==> config.mk <==
export PLATFORM = sky130hd
export DESIGN_NAME = fifo_sync_flags
export DESIGN_NICKNAME = d
export VERILOG_FILES = /design/src/rtl/fifo_sync_flags.sv
export SDC_FILE = /design/constraint.sdc
export NUM_CORES = 1
export LEC_CHECK = 0
export ABC_AREA = 1
export CORE_MARGIN = 1
export CORE_UTILIZATION = 44
export DETAILED_ROUTE_END_ITERATION = 7
export GPL_TIMING_DRIVEN = 0
export PLACE_DENSITY = 0.61
export RECOVER_POWER = 100
export SYNTH_ARGS = -nofsm -noshare
export SYNTH_HDL_FRONTEND = slang
export SYNTH_SLANG_ARGS = --single-unit
==> constraint.sdc <==
create_clock -name clk -period 2.6 [get_ports clk]
set_clock_uncertainty 0.05 [all_clocks]
set_input_delay 0.26 -clock clk [delete_from_list [all_inputs] [get_ports clk]]
set_output_delay 0.26 -clock clk [all_outputs]
set_load 0.01 [all_outputs]
==> src/rtl/fifo_sync_flags.sv <==
// fifo_sync_flags: single-clock FIFO, any depth, count and threshold flags; define FIFO_ERR_FLAGS_EN for sticky overflow/underflow
module fifo_sync_flags #(
    parameter int DEPTH = 16,
    parameter int WIDTH = 8,
    parameter int AF_THRESH = DEPTH - 2,
    parameter int AE_THRESH = 1,
    localparam int CNT_W = $clog2(DEPTH + 1)
) (
    input  logic             clk,
    input  logic             rst,
    input  logic             push,
    input  logic             pop,
    input  logic             flush,
    input  logic [WIDTH-1:0] data_in,
`ifdef FIFO_ERR_FLAGS_EN
    input  logic             clr_err,
    output logic             overflow,
    output logic             underflow,
`endif
    output logic [WIDTH-1:0] data_out,
    output logic             valid,
    output logic             full,
    output logic             almost_full,
    output logic             almost_empty,
    output logic [CNT_W-1:0] count
);
    localparam int PTR_W = $clog2(DEPTH);
    logic [WIDTH-1:0] mem [DEPTH];
    logic [PTR_W-1:0] wr_ptr_q, wr_ptr_d, rd_ptr_q, rd_ptr_d;
    logic [CNT_W-1:0] count_q, count_d;
    logic pop_ok, push_ok;
    always_comb begin
        pop_ok   = pop & (count_q != '0);
        push_ok  = push & ((count_q != CNT_W'(DEPTH)) | pop_ok);
        wr_ptr_d = flush ? '0 : !push_ok ? wr_ptr_q : wr_ptr_q == PTR_W'(DEPTH - 1) ? '0 : wr_ptr_q + PTR_W'(1);
        rd_ptr_d = flush ? '0 : !pop_ok ? rd_ptr_q : rd_ptr_q == PTR_W'(DEPTH - 1) ? '0 : rd_ptr_q + PTR_W'(1);
        count_d  = flush ? '0 : (push_ok & ~pop_ok) ? count_q + CNT_W'(1) :
                   (pop_ok & ~push_ok) ? count_q - CNT_W'(1) : count_q;
    end
    always_ff @(posedge clk) begin
        if (rst) begin
            wr_ptr_q <= '0;
            rd_ptr_q <= '0;
            count_q  <= '0;
        end else begin
            wr_ptr_q <= wr_ptr_d;
            rd_ptr_q <= rd_ptr_d;
            count_q  <= count_d;
        end
    end
    // A push at full with a pop lands in the slot the pop frees, since wr_ptr == rd_ptr there.
    always_ff @(posedge clk)
        if (push_ok & ~flush & ~rst) mem[wr_ptr_q] <= data_in;
    assign data_out     = mem[rd_ptr_q];
    assign count        = count_q;
    assign valid        = count_q != '0;
    assign full         = count_q == CNT_W'(DEPTH);
    assign almost_full  = count_q >= CNT_W'(AF_THRESH);
    assign almost_empty = count_q <= CNT_W'(AE_THRESH);
`ifdef FIFO_ERR_FLAGS_EN
    logic overflow_q, overflow_d, underflow_q, underflow_d;
    always_comb begin
        overflow_d  = clr_err ? 1'b0 : overflow_q | (push & ~push_ok);
        underflow_d = clr_err ? 1'b0 : underflow_q | (pop & ~pop_ok);
    end
    always_ff @(posedge clk) begin
        if (rst) begin
            overflow_q  <= 1'b0;
            underflow_q <= 1'b0;
        end else begin
            overflow_q  <= overflow_d;
            underflow_q <= underflow_d;
        end
    end
    assign overflow  = overflow_q;
    assign underflow = underflow_q;
`endif
endmodule

* Yosys cells after proc, flatten, opt, wreduce, memory -nomap -nowiden
Memory sizes are Yosys's and may differ from the RTL's. A register that Yosys moved wholly into a read port is not among the register bits. Cells that the tools add are included.
Word-level totals: bits in writable memories 128, logic and storage cells 36, register bits after elaboration 13, bits of input ports 13, memories 1, output and inout bits 17
Memories:
- mem | depth 16, width 8, read ports 1, clocked after memory_dff 1, write ports 1, line 28 | logic [WIDTH-1:0] mem [DEPTH];
Operators by class: eq/ne operators 4, bitwise logic cells 11, reductions and logical operators 3, $add $sub $neg 4, muxes and demuxes 8, $lt $le $gt $ge 2
Operators by type and width (count):
- 2-to-1 mux 4 bit | 4
- 2-to-1 mux 5 bit | 2
- adder 4 x 1 -> 4 bit (second input constant) | 2
- == test 4 bit (second input constant) | 2
- AND 1 bit | 6
- adder 5 x 1 -> 5 bit (second input constant) | 1
- == test 5 bit (second input constant) | 1
- greater-or-equal comparator 5 x 4 -> 1 bit (second input constant) | 1
- <= comparator 5 x 1 -> 1 bit (second input constant) | 1
- inequality test 5 bit (second input constant) | 1
- nonzero test 5 bit | 1
- subtractor 5 x 1 -> 5 bit (second input constant) | 1
- NOT 1 bit | 4
- 2-to-1 mux 1 bit | 2
- nonzero test 2 bit | 1
- OR reduction 2 bit | 1
- OR 1 bit | 1

* Depth between registers and ports, before layout
Gate-level depths: netlist (run 1).
word-level depth 8, mapped depth 12, depth with buffers taken out 12

* Worst setup path after synthesis (run 1)
OpenSTA, ideal clock, no wires.
path kind register to register, start register count_q[0], in the netlist count[0], end memory mem[0][0] (enable), buffers on the path 0, period minus slack after synthesis 2.055 ns, library setup time 0.370 ns, cell stages (with the launch flop) 8, required time 2.180 ns, slack 0.545 ns, arrival 1.635 ns, cells stage by stage dfxtp_1 -> inv_1 -> ha_1 -> nand4_2 -> nand2_4 -> nor2_4 -> nand2_1 -> nor2_1
Between the ends: cells in the longest elaborated chain, start to end 8, elaborated cells on any way between the ends 9, classes of those cells 1 x eq/ne; 2 x mux; 5 x bitwise; 1 x reduce/logical
RTL lines:
- from (decl) | line 30 | logic [CNT_W-1:0] count_q, count_d;
- from (signal assigned) | line 48 | count_q <= count_d;
- nonzero test 5 bit | line 33 | pop_ok = pop & (count_q != '0);
- AND 1 bit | line 33
- OR 1 bit * | line 34 | push_ok = push & ((count_q != CNT_W'(DEPTH)) | pop_ok);
- AND 1 bit * | line 34
- AND 1 bit * (2 in a row) | line 53 | if (push_ok & ~flush & ~rst) mem[wr_ptr_q] <= data_in;
- 2-to-1 mux 1 bit * | line 53
- 2-to-1 mux 1 bit (not written as such) * | line 53
- to (decl) | line 28
Every way passes the cells marked *; elsewhere a longest branch is shown, timed or not.

==> impl_results.md, run 1 <==
- Hold-fix buffers, CTS: 0
- Dominant cell type by area after synthesis: edfxtp_1
- Clk Latency, worst-skew pair: 420 ps
- Setup tns final: 0 ps
- Status: completed
- Largest net degree at the start of global routing: 17
- Crit path cell chain: buf_2 -> inv_2 -> buf_4 -> nand3_1 -> nand3_1 -> nand3_1 -> nand2_1 -> clkdlybuf4s50_1
- Worst r2r path cells: 7
- CORE AREA: 14500 µm²
- Die X: 123 µm
- Critical setup path kind: reg2out
- # IOs: 30
- Vias in the first global route: 4513
- Most used DFF post-synth: edfxtp_1
- EDFF count, synth: 128
- Synth cell types: 23
- Max H-tree Level: 4
- Clock-pin slew of the registers on the worst-case setup and hold paths: 60 ps
- CTS max path bufs: 2
- Largest cells by area after synthesis: edfxtp_1, nand2_1, nand3_1, inv_1, dfxtp_1
- Root Driver: clkbuf_16
- PD cells: 729 nW/µm²
- Antenna viol nets, final: 0
- RSZ-0062 raised after global routing: true
- Required @ worst endpoint: 2290 ps
- Max VDD drop: 0.457 mV
- Setup crit end kind: output pin
- F_max: 396 MHz
- Storage cell area: 4190 µm²
- Layout Cell Area excl Fill: 7740 µm²
- CP max stage delay: 540 ps
- Async S/R FF share, synth: 0%
- Commonest cells in the netlist: nand2_1, edfxtp_1, inv_1
- Wire per inst: 17.8 µm
- FF-to-FF End: mem[9][0]
- Reg2Reg Launch Point: count[1]
- DRC viols: 0
- Final worst path period share: 97.1%
- Most frequent cell after synthesis: nand2_1
- CP Data Arrival Time: 2210 ps
- Synth warn: 0
- Register bit total from synthesis: 145
- Leak pwr: 3.30 nW
- Final setup viols: 0
- Drt total wl: 16.3 mm
- Clk sinks: 145
- Overall global routing resource usage: 23.2%
- Area occupied by multi-input gates: 1760 µm²
- Die height: 123 µm
- DR vias: 4695
- Slew @ Worst Pin: 861 ps
- GR Overflow Total: 0
- Share of the yosys chip area belonging to registers: 64.5%
- GPL Wtd Cong: 0.943
- CP max-delay cell: clkdlybuf4s50_1
- CTS Buf Count: 17
- Setup ws final: 76.4 ps
- Worst slew margin: 42.4%
- DR vias/cell: 5.11
- NumNets Final: 745
- Placed Area: 7010 µm²
- Layout cell share with drive strength beyond 1: 9.95%
- Total power: 5.64 mW
- Max cap viols: 0
- Average cell area after synthesis: 9.67 µm²
- HP Class: reg2reg
- Crit path top cell by count: nand3_1
- R2R Setup Slk: 130 ps
- Maximum fanout along the worst path: 10
- Die ar.: 15200 µm²
- Final Hold Viols: 0
- Synth top area share: 59.2%
- Slew Limit Fails: 0
- Cell area after synthesis: 6490 µm²
- First-pass GRT wire length: 24.8 mm
- Syn Nets: 695
- Critical path launch point type: flop
- Cells after Synth: 671
- ANT cells: 0
- Placement Setup Slack: -346 ps
- I/O Buffers: 29
- Initial antenna violation count: 0
- Cell row count: 44
- DRT Pass-1 Iters: 7
- Starting density of the core: 44.8%
- Worst setup path end: data_out[1]
- TritonCTS clock tree: yes
- Final min period: 2520 ps
- Initial DRC Count: 371
- # fillers: 1272
- Placed wire-length estimate: 10.8 mm
- Area Overhead vs Synth: 19.3%
==> metrics by stage <==
step                hold slack, ps  std cells  utilization (%)
detailed placement             468        884             48.4
finish                         482        918             53.5
CTS                            481        916             53.1
global route                   493        918             53.5
floorplan                      309        671                -
global placement               454        884             48.4
==> per-layer routing <==
metal  track usage [%]  up-vias  wire [µm]
met1              31.2     2238       7400
li1                  -     2260          -
met4              11.5        0        475
met5                 0        -          0
met3              4.89       31        925
met2              35.7      166       7500
==> power by group <==
group          total, mW  switching (mW)  leakage [nW]  internal, mW
combinational      0.521           0.334          1.71         0.187
sequential          2.57          0.0188          1.29          2.55
clock               2.55           0.949         0.303          1.60
==> what timing repair did <==
| action | CTS | global route |
|---|---|---|
| buffers inserted | 0 | 2 |
| gates resized for setup | 20 | 22 |
| cloned | 0 | 0 |
| setup endpoints to repair | 40 | 32 |
==> worst min-delay path by stage <==
| stage | start | endpoint | slack, ps | depth (start not counted) |
|---|---|---|---|---|
| global route | wr_ptr_q[2] | wr_ptr_q[2] | 490 | 2 |
| detailed placement | rd_ptr_q[0] | flop | 470 | 2 |
| global placement | rd_ptr_q[0] | rd_ptr_q[0] | 450 | 2 |
| finish | wr_ptr_q[1] | wr_ptr_q[1] | 480 | 2 |
| floorplan | data_in[0] | mem[0][0] | 310 | 0 |
| CTS | wr_ptr_q[1] | wr_ptr_q[1] | 480 | 2 |
==> cell families after synthesis <==
family                     after synthesis  share of synthesized area, %
and+or+nand+nor                        350                          23.0
buffers and inverters                  146                          8.72
DFF                                    145                          64.5
AOI/OAI and AO/OA                       16                          1.27
adders and majority gates               11                          2.12
xor gates and xnor gates                 3                         0.405
==> state kept, by name, summed over array words and instances (netlist names), named ones only <==
register	cells
count	5
mem	128
wr_ptr_q	4
rd_ptr_q	4
==> cells in the final DEF, fill, tap and decap left out, types with 6 or more instances in the layout <==
cell type          n
nand2_1          204
edfxtp_1         128
inv_1            119
nand3_1          107
nor2_1            22
clkbuf_16         22
dlygate4sd3_1     17
dfxtp_1           16
clkdlybuf4s50_1   12
ha_1              11
nor2_2             9
a21oi_1            9
buf_2              7
buf_4              6
o21ai_0            6
==> worst max-delay path, delay by kind of cell, from the launching register on <==
family,cells,cell delay [ps]
buffers and inverters,4,1030
flip-flops,1,290
AND/OR/NAND/NOR,4,470
==> cell type report <==
class | instances | area share, %
inverter | 122 | 6.00
tap | 184 | 2.97
buffer | 24 | 2.07
sequential | 145 | 54.1
clock buffer | 23 | 7.16
multi-input combinational | 380 | 22.7
timing repair buffer | 31 | 3.94
clock inverter | 9 | 1.13
(Power assumes the default switching activity.)
==> run 2, diff against run 1 <==
- CELL_PAD_IN_SITES_DETAIL_PLACEMENT: unset -> 1
- CELL_PAD_IN_SITES_GLOBAL_PLACEMENT: unset -> 1
- PLACE_DENSITY: 0.61 -> 0.75
==> run 2 against run 1 <==
First-iteration DRC count decreased by 18%. Cell count is 0.33% lower. Via count increased by 3.0%. Clock-buffer cell count fell by 2. Flip-flop and latch count unchanged. Final area is 0.23% higher. Combinational power increased by 5.4%.
==> impl_results.md, run 2 (same netlist as run 1, synthesis figures left out) <==
- Status: completed
- Worst slew margin: 43.7%
- Largest net degree at the start of global routing: 17
- Final worst path period share: 97.9%
- Layout Cells excl Fill: 915
- DR vias: 4836
- Critical path launch point type: flop
- FF-to-FF End: mem[3][6]
- CP Data Arrival Time: 2230 ps
- GR Overflow Total: 0
- Placed wire-length estimate: 12.3 mm
- F_max: 393 MHz
- PD cells: 728 nW/µm²
- Final min period: 2540 ps
- Final core utilization: 53.6%
- DRT Pass-1 Iters: 4
- Max FFs per register: 128
- Die X: 123 µm
- Overall global routing resource usage: 26.1%
- Initial antenna violation count: 0
- Most frequent cells in the layout: nand2_1, edfxtp_1, inv_1
- Slew @ Worst Pin: 841 ps
- CTS Buf Count: 17
- GPL Wtd Cong: 0.830
- Die height: 123 µm
- HP Class: reg2reg
- Slew Limit Fails: 0
- TritonCTS clock tree: yes
- Maximum fanout along the worst path: 10
- Initial DRC Count: 306
- # IOs: 30
- Die ar.: 15200 µm²
- Worst hold slack: 487 ps
- Wire per inst: 20.1 µm
- R2R Setup Slk: 70 ps
- Drt total wl: 18.3 mm
- Required @ worst endpoint: 2290 ps
- Commonest non-fill, non-tap cell in the layout: nand2_1
- CP max stage delay: 550 ps
- First-pass GRT wire length: 27.6 mm
- # fillers: 1595
- RSZ-0062 raised after global routing: true
- Antenna viol nets, final: 0
- Root Driver: clkbuf_16
- Setup crit end kind: output pin
- Final Hold Viols: 0
- Max cap viols: 0
- Max VDD drop: 0.483 mV
- Most flops, register: mem
- Crit path cell chain: buf_6 -> buf_6 -> nand2_1 -> nand3_1 -> nand3_1 -> nand3_1 -> nand2_1 -> clkdlybuf4s50_1
- Leak pwr: 3.31 nW
- CORE AREA: 14500 µm²
- CP max-delay cell: clkdlybuf4s50_1
- Cells after DPL: 884
- Max H-tree Level: 4
- Final setup viols: 0
- Layout cell share with drive strength beyond 1: 9.71%
- NumNets Final: 742
- DRC viols: 0
- Vias in the first global route: 5006
- I/O Buffers: 29
- ANT cells: 0
- Worst setup path end: data_out[2]
- Crit path top cell by count: nand3_1
- DR vias/cell: 5.29
- Clk Latency, worst-skew pair: 430 ps
- CTS max path bufs: 2
- Cell row count: 44
- Critical setup path kind: reg2out
- Clock-pin slew of the registers on the worst-case setup and hold paths: 60 ps
- Reg2Reg Launch Point: count[0]
- Worst r2r path cells: 7
- Clk sinks: 145
- Starting density of the core: 44.8%
- Area Overhead vs Synth: 19.6%
- Setup bufs post-CTS: 0
run 2: cell types whose count changed in the layout (fill, tap and decap cells not counted), moves of 2 or more:
cell / delta
dlymetal6s2s_1: +3
clkinv_2: +3
buf_2: -4
nor2_1: -4
nor2_4: +4
clkbuf_16: -5
clkdlybuf4s50_1: +6
bufinv_16: +3
clkbuf_2: -3
clkbuf_1: +2
clkinvlp_4: -5
dlygate4sd3_1: -9
buf_6: +4
run 2: what timing repair did:
action                     4_1_cts  5_1_grt
resized for setup               32       30
setup endpoints to repair       56      128
hold buffers                     0        0
hold endpoints to repair         0        0
run 2: power breakdown:
group / switching, mW / internal, mW
combinational: 0.347 / 0.202
clock: 0.929 / 1.60
sequential: 0.0204 / 2.55
run 2: worst max-delay path: cells and delay by family, from the launching register on:
family        cells  cell delay, ps
buf+inv           3             850
flops             1             340
simple gates      5             620
run 2: per-stage QoR:
step           power, mW  setup TNS, ps  instance area (µm²)  worst slack [ps]
2_1_floorplan       2.89              0                 6490               545
3_3_place_gp        3.13         -20680                 7010              -271
3_5_place_dp        3.14         -22920                 7010              -270
4_1_cts             5.66           -727                 7680             -43.0
5_1_grt             5.79          -4190                 7760              -124
6_report            5.65              0                 7760              55.7
run 2: per-layer routing:
| layer | vias to the layer above | track usage [%] | wire length, µm |
|---|---|---|---|
| met1 | 2415 | 30.5 | 7740 |
| met5 | - | 0 | 0 |
| met3 | 46 | 4.75 | 710 |
| li1 | 2252 | - | - |
| met4 | 0 | 15.5 | 871 |
| met2 | 123 | 44.9 | 9030 |
run 2: worst min-delay path by stage:
stage	from	to	slack [ps]	cells past startpoint
2_1_floorplan	data_in[0]	mem[0][0]	310	0
3_3_place_gp	wr_ptr_q[2]	wr_ptr_q[2]	460	2
3_5_place_dp	wr_ptr_q[2]	wr_ptr_q[2]	480	2
4_1_cts	wr_ptr_q[2]	wr_ptr_q[2]	490	2
5_1_grt	rd_ptr_q[0]	flop	520	2
6_report	wr_ptr_q[0]	wr_ptr_q[0]	490	2
run 2: layout make-up:
class	count	area, µm²	area share, %
flip-flops and latches	145	4190	53.9
multi-input cells	380	1790	23.0
inverters	122	463	5.97
clock buffers	21	440	5.68
repair buffers	29	298	3.84
well taps	184	230	2.97
plain buffers	23	195	2.52
clock inverters	11	163	2.10
